[src/rtl/f1_pkg.sv]
// Shared types and defaults for the F1 start-light reaction timer.
// The thermometer helper gives the legal light-bar pattern for a given level.
package f1_pkg;

  localparam int DEF_CNT_W    = 12;
  localparam int DEF_N_LIGHTS = 8;

  typedef enum logic [2:0] {
    IDLE    = 3'd0,
    ARMING  = 3'd1,
    ALL_ON  = 3'd2,
    TIMING  = 3'd3,
    DONE    = 3'd4,
    JUMP    = 3'd5,
    SEQ_ERR = 3'd6
  } state_t;

  function automatic logic [31:0] therm_pattern(input logic [31:0] lvl);
    if (lvl >= 32'd32) return '1;
    return (32'd1 << lvl) - 32'd1;
  endfunction

endpackage

[src/rtl/btn_sync_edge.sv]
// Two-flop synchronizer for the raw button plus a rising-edge detector.
// rise is high for one cycle, two cycles after d is first captured.
module btn_sync_edge (
  input  logic clk,
  input  logic rst,
  input  logic d,
  output logic rise
);

  logic meta, sync, prev;

  always_ff @(posedge clk or negedge rst) begin
    if (!rst) begin
      meta <= 1'b0;
      sync <= 1'b0;
      prev <= 1'b0;
    end else begin
      meta <= d;
      sync <= meta;
      prev <= sync;
    end
  end

  assign rise = sync & ~prev;

endmodule

[src/rtl/f1_reaction_timer.sv]
// Driver reaction timer: follows the start-light sequence, times lights-out
// to button press in ticks, and flags jump starts and illegal patterns.
module f1_reaction_timer
  import f1_pkg::*;
#(
  parameter int CNT_W    = DEF_CNT_W,
  parameter int N_LIGHTS = DEF_N_LIGHTS
) (
  input  logic                clk,
  input  logic                rst,
  input  logic [N_LIGHTS-1:0] lights,
  input  logic                tick,
  input  logic                btn,
  output logic [CNT_W-1:0]    react_ms,
  output logic                valid,
  output logic                jump_start,
  output logic                seq_err,
  output logic                busy
);

  localparam int LVL_W = $clog2(N_LIGHTS + 1);
  localparam logic [CNT_W-1:0] CNT_MAX = '1;

  state_t            state, state_nx;
  logic [LVL_W-1:0]  lvl, lvl_nx;
  logic [CNT_W-1:0]  cnt, cnt_nx;
  logic              press;
  logic              go_arm, go_jump, go_done, go_seq;
  logic [N_LIGHTS-1:0] pat_one, pat_cur, pat_nxt, pat_full;

  btn_sync_edge u_btn (
    .clk  (clk),
    .rst  (rst),
    .d    (btn),
    .rise (press)
  );

  assign pat_one  = N_LIGHTS'(therm_pattern(32'd1));
  assign pat_cur  = N_LIGHTS'(therm_pattern(32'(lvl)));
  assign pat_nxt  = N_LIGHTS'(therm_pattern(32'(lvl) + 32'd1));
  assign pat_full = N_LIGHTS'(therm_pattern(32'(N_LIGHTS)));

  always_comb begin
    state_nx = state;
    lvl_nx   = lvl;
    cnt_nx   = cnt;
    go_arm   = 1'b0;
    go_jump  = 1'b0;
    go_done  = 1'b0;
    go_seq   = 1'b0;
    case (state)
      IDLE: begin
        if (lights == pat_one) begin
          state_nx = ARMING;
          lvl_nx   = LVL_W'(1);
          go_arm   = 1'b1;
        end
      end
      ARMING: begin
        // A press outranks an illegal pattern seen in the same cycle.
        if (press) begin
          state_nx = JUMP;
          go_jump  = 1'b1;
        end else if (lights == pat_cur) begin
          state_nx = ARMING;
        end else if (lights == pat_nxt) begin
          lvl_nx = lvl + LVL_W'(1);
          if (lvl_nx == LVL_W'(N_LIGHTS)) state_nx = ALL_ON;
        end else begin
          state_nx = SEQ_ERR;
          go_seq   = 1'b1;
        end
      end
      ALL_ON: begin
        if (press) begin
          state_nx = JUMP;
          go_jump  = 1'b1;
        end else if (lights == pat_full) begin
          state_nx = ALL_ON;
        end else if (lights == '0) begin
          state_nx = TIMING;
          cnt_nx   = '0;
        end else begin
          state_nx = SEQ_ERR;
          go_seq   = 1'b1;
        end
      end
      TIMING: begin
        if (press) begin
          state_nx = DONE;
          go_done  = 1'b1;
        end else if (lights != '0) begin
          state_nx = SEQ_ERR;
          go_seq   = 1'b1;
        end else if (tick && (cnt != CNT_MAX)) begin
          cnt_nx = cnt + CNT_W'(1);
        end
      end
      DONE, JUMP, SEQ_ERR: begin
        if (lights == '0) state_nx = IDLE;
      end
      default: state_nx = IDLE;
    endcase
  end

  always_ff @(posedge clk or negedge rst) begin
    if (!rst) begin
      state      <= IDLE;
      lvl        <= '0;
      cnt        <= '0;
      react_ms   <= '0;
      valid      <= 1'b0;
      jump_start <= 1'b0;
      seq_err    <= 1'b0;
    end else begin
      state <= state_nx;
      lvl   <= lvl_nx;
      cnt   <= cnt_nx;
      valid <= go_done;
      if (go_done) react_ms <= cnt;
      else if (go_jump) react_ms <= '0;
      if (go_arm) jump_start <= 1'b0;
      else if (go_jump) jump_start <= 1'b1;
      if (go_arm) seq_err <= 1'b0;
      else if (go_seq) seq_err <= 1'b1;
    end
  end

  assign busy = (state == ARMING) || (state == ALL_ON) || (state == TIMING);

endmodule

[config.mk]
export PLATFORM = sky130hd
export DESIGN_NAME = f1_reaction_timer
export DESIGN_NICKNAME = d
export VERILOG_FILES = /design/src/rtl/f1_pkg.sv /design/src/rtl/btn_sync_edge.sv /design/src/rtl/f1_reaction_timer.sv
export SDC_FILE = /design/constraint.sdc
export NUM_CORES = 1
export LEC_CHECK = 0
export CAP_MARGIN = 20
export CORE_ASPECT_RATIO = 0.5
export CORE_MARGIN = 1
export CORE_UTILIZATION = 45
export CTS_CLUSTER_SIZE = 24
export DETAILED_ROUTE_END_ITERATION = 8
export PLACE_DENSITY = 0.67
export SLEW_MARGIN = 10
export SYNTH_ARGS = -nofsm -noshare
export SYNTH_HDL_FRONTEND = slang
export SYNTH_SLANG_ARGS = --single-unit
[constraint.sdc]
create_clock -name clk -period 4.7 [get_ports clk]
set_clock_uncertainty 0.2 [all_clocks]
set_input_delay 0.705 -clock clk [delete_from_list [all_inputs] [get_ports clk]]
set_output_delay 0.705 -clock clk [all_outputs]
set_load 0.01 [all_outputs]
Word level (Yosys, flattened, before mapping)
Cells that the tools add are included.
{"block": "classes", "addsub": 5, "multipliers": 0, "div_mod_pow": 0, "order_cmp": 1, "eq_ne": 25, "shifts": 2, "muxes": 47, "n_bitwise": 2, "n_reduce_logical": 16}
{"operator": "2-to-1 mux 12 bit", "n": 8}
{"operator": "2-to-1 mux 3 bit", "n": 11}
{"operator": "one-hot mux 12 bit (2 select lines)", "n": 1}
{"operator": "inequality test 2 bit, second input constant", "n": 11}
{"operator": "2-to-1 mux 1 bit", "n": 18}
{"operator": "== test 8 bit", "n": 2}
{"operator": "2-to-1 mux 4 bit", "n": 4}
{"operator": "2-to-1 mux 8 bit", "n": 2}
{"operator": "subtractor 8 x 1 -> 8 bit, second input constant", "n": 2}
{"operator": "one-hot mux 3 bit (5 select lines)", "n": 1}
{"operator": "adder 12 x 1 -> 12 bit, second input constant", "n": 1}
{"operator": "inequality test 12 bit, second input constant", "n": 1}
{"operator": "nonzero test 2 bit", "n": 5}
{"operator": "== test 3 bit, second input constant", "n": 3}
{"operator": "== test 8 x 1 -> 1 bit, second input constant", "n": 1}
{"operator": "== test 8 bit, second input constant", "n": 1}
{"operator": "zero test 8 bit", "n": 1}
{"operator": "one-hot mux 4 bit (2 select lines)", "n": 1}
{"operator": "nonzero test 8 bit", "n": 1}
{"operator": "<< shifter 1 x 4 -> 8 bit, first input constant", "n": 1}
{"operator": "<< shifter 1 x 5 -> 8 bit, first input constant", "n": 1}
{"operator": "AND reduction 7 bit", "n": 1}
{"operator": "== test 3 x 2 -> 1 bit, second input constant", "n": 2}
{"operator": "greater-or-equal comparator 5 x 6 -> 1 bit, second input constant", "n": 1}
{"operator": "16 further kinds", "n": 17}
{"block": "totals", "reg_bits": 37, "latch_bits": 0, "ram_bits": 0, "rom_bits": 0, "out_inout_bits": 16, "word_cells": 108, "n_memories": 0}

Logic depth before layout (Yosys ltp)
{"block": "logic_depth", "depth_word": 11, "ltp_mapped": 16}

By module
From an unflattened synthesis, not the netlist that was laid out.
{"block": "unflattened", "cells_unflattened": 324, "hier_area_um2": 2710.1}
{"module": "f1_reaction_timer", "instances": 1, "cells_each": 320, "area_per_inst_um2": 2621.3}
{"module": "btn_sync_edge", "instances": 1, "cells_each": 4, "area_per_inst_um2": 88.8}

Worst setup path after synthesis
No wires, ideal clock.
{"block": "synth_timing", "kind": "reg-to-reg", "startpoint": "register lvl[0]", "endpoint": "register lvl[1]", "arrival_time_ps": 3414, "required_time_ps": 4372, "setup_slack_ps": 958, "path_stages_with_launch": 17, "synth_period_minus_slack_ps": 3742, "cell_sequence": "dfrtp_1 -> ha_1 -> ha_1 -> clkbuf_1 -> inv_1 -> nor2_1 -> nand2_1 -> ha_1 -> clkbuf_1 -> nor2_1 -> nand4_1 -> o22ai_1 -> a311oi_1 -> a311oi_2 -> nand4_4 -> nor2_4 -> mux2_1"}
{"block": "synth_between", "elab_chain_len": 7, "word_cells_on_any_way": 18}
{"item": "start: declaration", "line_no": "f1_reaction_timer.sv:25", "rtl": "logic [LVL_W-1:0] lvl, lvl_nx;"}
{"item": "start signal: assignment", "line_no": "f1_reaction_timer.sv:117", "rtl": "lvl <= lvl_nx;"}
{"item": "adder 4 x 1 -> 5 bit", "line_no": "f1_reaction_timer.sv:40", "rtl": "assign pat_nxt = N_LIGHTS'(therm_pattern(32'(lvl) + 32'd1));"}
{"item": "<< shifter 1 x 5 -> 8 bit / greater-or-equal comparator 5 x 6 -> 1 bit (equally long branches)", "line_no": "f1_pkg.sv:20, f1_pkg.sv:19"}
{"item": "subtractor 8 x 1 -> 8 bit / 2-to-1 mux 1 bit (equally long branches)", "line_no": "f1_pkg.sv:20, f1_pkg.sv:19"}
{"item": "2-to-1 mux 8 bit", "line_no": "f1_pkg.sv:20", "rtl": "return (32'd1 << lvl) - 32'd1;"}
{"item": "== test 8 bit", "line_no": "f1_reaction_timer.sv:66", "rtl": "end else if (lights == pat_nxt) begin"}
{"item": "inequality test 2 bit (no source line)"}
{"item": "AND reduction 5 bit (no source line)"}
Several ways; a longest one is shown, not always the timed one. The select of a mux whose other input is x is not followed.
A chain may end at the register's enable or synchronous reset.

Worst setup path in the final report
Same ends and word-level chain as after synthesis.

==> flow_metrics.py <==
metrics = {
    "cells_and_area": {
        "seq_area_sq_um": 926,
        "final_area_sq_mm": 0.00331,
        "areaGrowthSynthToFinish_pct": 17.8,
        "drive_above_1_share_pct": 8.83,
        "multi_input_comb_area_sq_mm": 0.00177,
        "num-nets-final": 371,
        "num-fill-cells": 542,
        "diodes": 0,
    },
    "clock_network": {
        "clkLatencyLatePin_ps": 280,
        "ctsHoldBuffers": 0,
        "clk_path_buf_depth": 2,
        "htree_levels": 2,
        "root_buffer": "clkbuf_16",
        "cts_setup_buffers": 0,
        "cts_tree": "done",
        "clkTransAtPathRegs_ps": 60,
        "ctsResizeCount": 0,
        "cts_buffers": 5,
        "clkSinkCount": 37,
    },
    "sta": {
        "finalHoldViolCount": 0,
        "max_slew_margin_pct": 31.9,
        "tightest_slew_ps": 1010,
        "min_period_over_period_pct": 88.4,
        "worst_slack_ps": 544,
        "setup_viol": 0,
        "setup_tns_ps": 0,
        "whs_ps": 151,
        "maxSlewViolCount": 0,
        "rsz0062_at_grt": "no",
        "max_clock_freq_mhz": 241,
        "fin_crit_ps": 4160,
    },
    "grt": {
        "grt_pass1_wl_mm": 11.4,
        "grt_max_degree": 38,
        "grt_pass1_vias": 2324,
        "gr-total-overflow": 0,
        "grt.total_usage_pct": 22.4,
        "antenna_found_initial": 0,
    },
    "critical_path": {
        "crit_type": "reg -> reg",
        "worstPathRequired_ps": 4660,
        "path_max_fanout": 12,
        "critPathArrivalTime_ps": 4110,
        "endpoint_kind": "flop",
        "crit_path_start_kind": "flop",
        "r2r_start": "lvl[0]$_DFFE_PN0P_",
        "crit_start": "lvl[0]$_DFFE_PN0P_",
    },
    "place": {
        "dpl_cell_area_sq_mm": 0.00313,
        "port_buffers": 27,
        "pre_cts_ws_ps": 577,
        "dpl.hpwl_mm": 4.83,
        "gp_congestion": 0.883,
    },
    "yosys": {
        "ys_ff_latch": 37,
        "postSynthCellCount": 330,
        "synth_area_leader_cell": "dfrtp_1",
        "yosysSeqAreaShare_pct": 33.0,
        "yosysUniqueCellTypes": 61,
        "netlist.area_leader.share_pct": 33.0,
        "syn_area_per_cell_sq_um": 8.51,
        "synthFlopType": "dfrtp_1",
        "async_reset_ff_share_pct": 100,
        "synth_edf_count": 0,
        "postSynthNetCount": 351,
        "synthTopCellsByArea": "dfrtp_1 (33%), o21ai_0 (6.6%), nand2_1 (5.3%)",
        "yosysWarningCount": 0,
        "synth_area_sq_mm": 0.00281,
    },
    "power": {
        "power_mw": 1.17,
        "p_switching_uw": 398,
        "p_leak_nw": 1.37,
        "p_int_uw": 769,
        "peakVddDrop_mv": 0.254,
        "clkPwrFrac_pct": 33.7,
        "seqPwrFrac_pct": 34.1,
        "combPwrFrac_pct": 32.2,
        "switching_share_pct": 34.1,
        "power_per_cell_area_mw_per_mm2": 353,
    },
    "route": {
        "avgRoutedWirePerCell_um": 15.9,
        "drtIter0Drc": 198,
        "wl_mm": 6.94,
        "first_pass_iters": 4,
        "antenna_left": 0,
        "vias": 2544,
        "remaining_drc_errors": 0,
        "viasPerCell": 5.85,
    },
    "worst_hold_path": {
        "hold_path_class": "reg -> reg",
        "hp-start": "u_btn.meta$_DFF_PN0_",
    },
    "run_status": {
        "status": "complete, no violations",
    },
    "die": {
        "start_util_pct": 48.8,
        "coreArea_sq_mm": 0.00575,
        "dieArea_sq_mm": 0.00658,
        "fp-row-count": 19,
        "die_y_um": 57.9,
        "die_w_um": 114,
        "num_io_pins": 28,
    },
    "job": {
        "maxCapViolations": 0,
    },
}
## layout by cell type, fill, tap and decap left out, drive strengths merged, types with 8 or more instances in the layout
cell	instances
a31oi	8
a22o	12
a21oi	8
dfrtp	37
ha	9
nor2	31
nand3	8
clkdlybuf4s50	26
nand2	40
xnor2	10
and3	11
o21ai	38
inv	10
## area by class of cell
| cell class | instances | area share (%) |
|---|---|---|
| clock buffers | 6 | 4.20 |
| clock inverters | 2 | 1.13 |
| inverters | 10 | 1.13 |
| multi-input cells | 265 | 53.4 |
| flip-flops and latches | 37 | 28.0 |
| well taps | 84 | 3.18 |
| repair buffers | 31 | 8.93 |
## cells in the mapped netlist (all sizes together), types with 3 or more instances
cell	count
clkbuf	15
mux2i	6
nand2	40
nor4	6
or3	4
and2	3
dfrtp	37
inv	10
o211a	3
nor2b	4
nor3	5
ha	9
xor2	5
a22o	12
a21oi	8
buf	3
o21ai	38
or4	3
nand3	8
xnor2	10
nor4bb	4
nand2b	3
a31oi	8
and3	11
nor2	31
nand4	4
or2	4
o211ai	4
o31ai	5
## routing by layer
| layer | GRT usage, % | vias to the layer above | wire [um] |
|---|---|---|---|
| li1 | - | 1256 | - |
| met1 | 31.8 | 1213 | 3470 |
| met2 | 36.5 | 66 | 3100 |
| met3 | 2.72 | 9 | 294 |
| met4 | 6.20 | 0 | 72 |
| met5 | 0 | - | 0 |
## metrics by stage
| stage | util [%] | std cells |
|---|---|---|
| after floorplan | - | 330 |
| after global placement | 54.4 | 427 |
| after detailed placement | 54.4 | 427 |
| after CTS | 57.5 | 435 |
| after global routing | 57.5 | 435 |
| final | 57.5 | 435 |
## registers in the layout, summed over array words and instances (netlist names)
register	flops
state	3
seq_err	1
u_btn.prev	1
jump_start	1
cnt	12
u_btn.meta	1
react_ms	12
u_btn.sync	1
valid	1
lvl	4
## cell families after synthesis
family,count (synthesis),synth area share (%)
AND/OR/NAND/NOR,134,25.3
AO/OA/AOI/OAI,97,24.4
flip-flops,37,33.0
buffers and inverters,28,4.10
XOR/XNOR,15,5.61
adder cells (fa/ha/maj),11,4.72
multiplexers,8,2.94
## path summary, 6_finish.rpt
path,slack [ps],cells past startpoint,end
min in group asynchronous,330,1,react_ms[5]$_DFFE_PN0P_
max,540,13,lvl[1]$_DFFE_PN0P_
max reg2reg,540,13,lvl[1]$_DFFE_PN0P_
min,150,0,u_btn.sync$_DFF_PN0_
min reg2reg,150,0,u_btn.sync$_DFF_PN0_
max in group asynchronous,3450,1,lvl[0]$_DFFE_PN0P_
## power groups by stage
stage               Sequential, mW  Clock, mW  Combinational (mW)
detailed placement           0.400          0               0.370
global route                 0.402      0.412               0.413
global placement             0.399          0               0.363
floorplan                    0.364          0               0.305
CTS                          0.397      0.400               0.374
finish                       0.398      0.394               0.376
## worst max-delay path, cell delays in order, from the launching register on
cell     delay, ps
dfrtp_1        470
ha_1           310
ha_1           490
inv_1          190
nor2_1         240
nand2_1         90
ha_1           340
nand2_1        140
mux2i_1         80
and3_1         200
nor4_1         510
nand4_4        250
nor2_4         190
mux2_1         340
(Power assumes the default switching activity.)
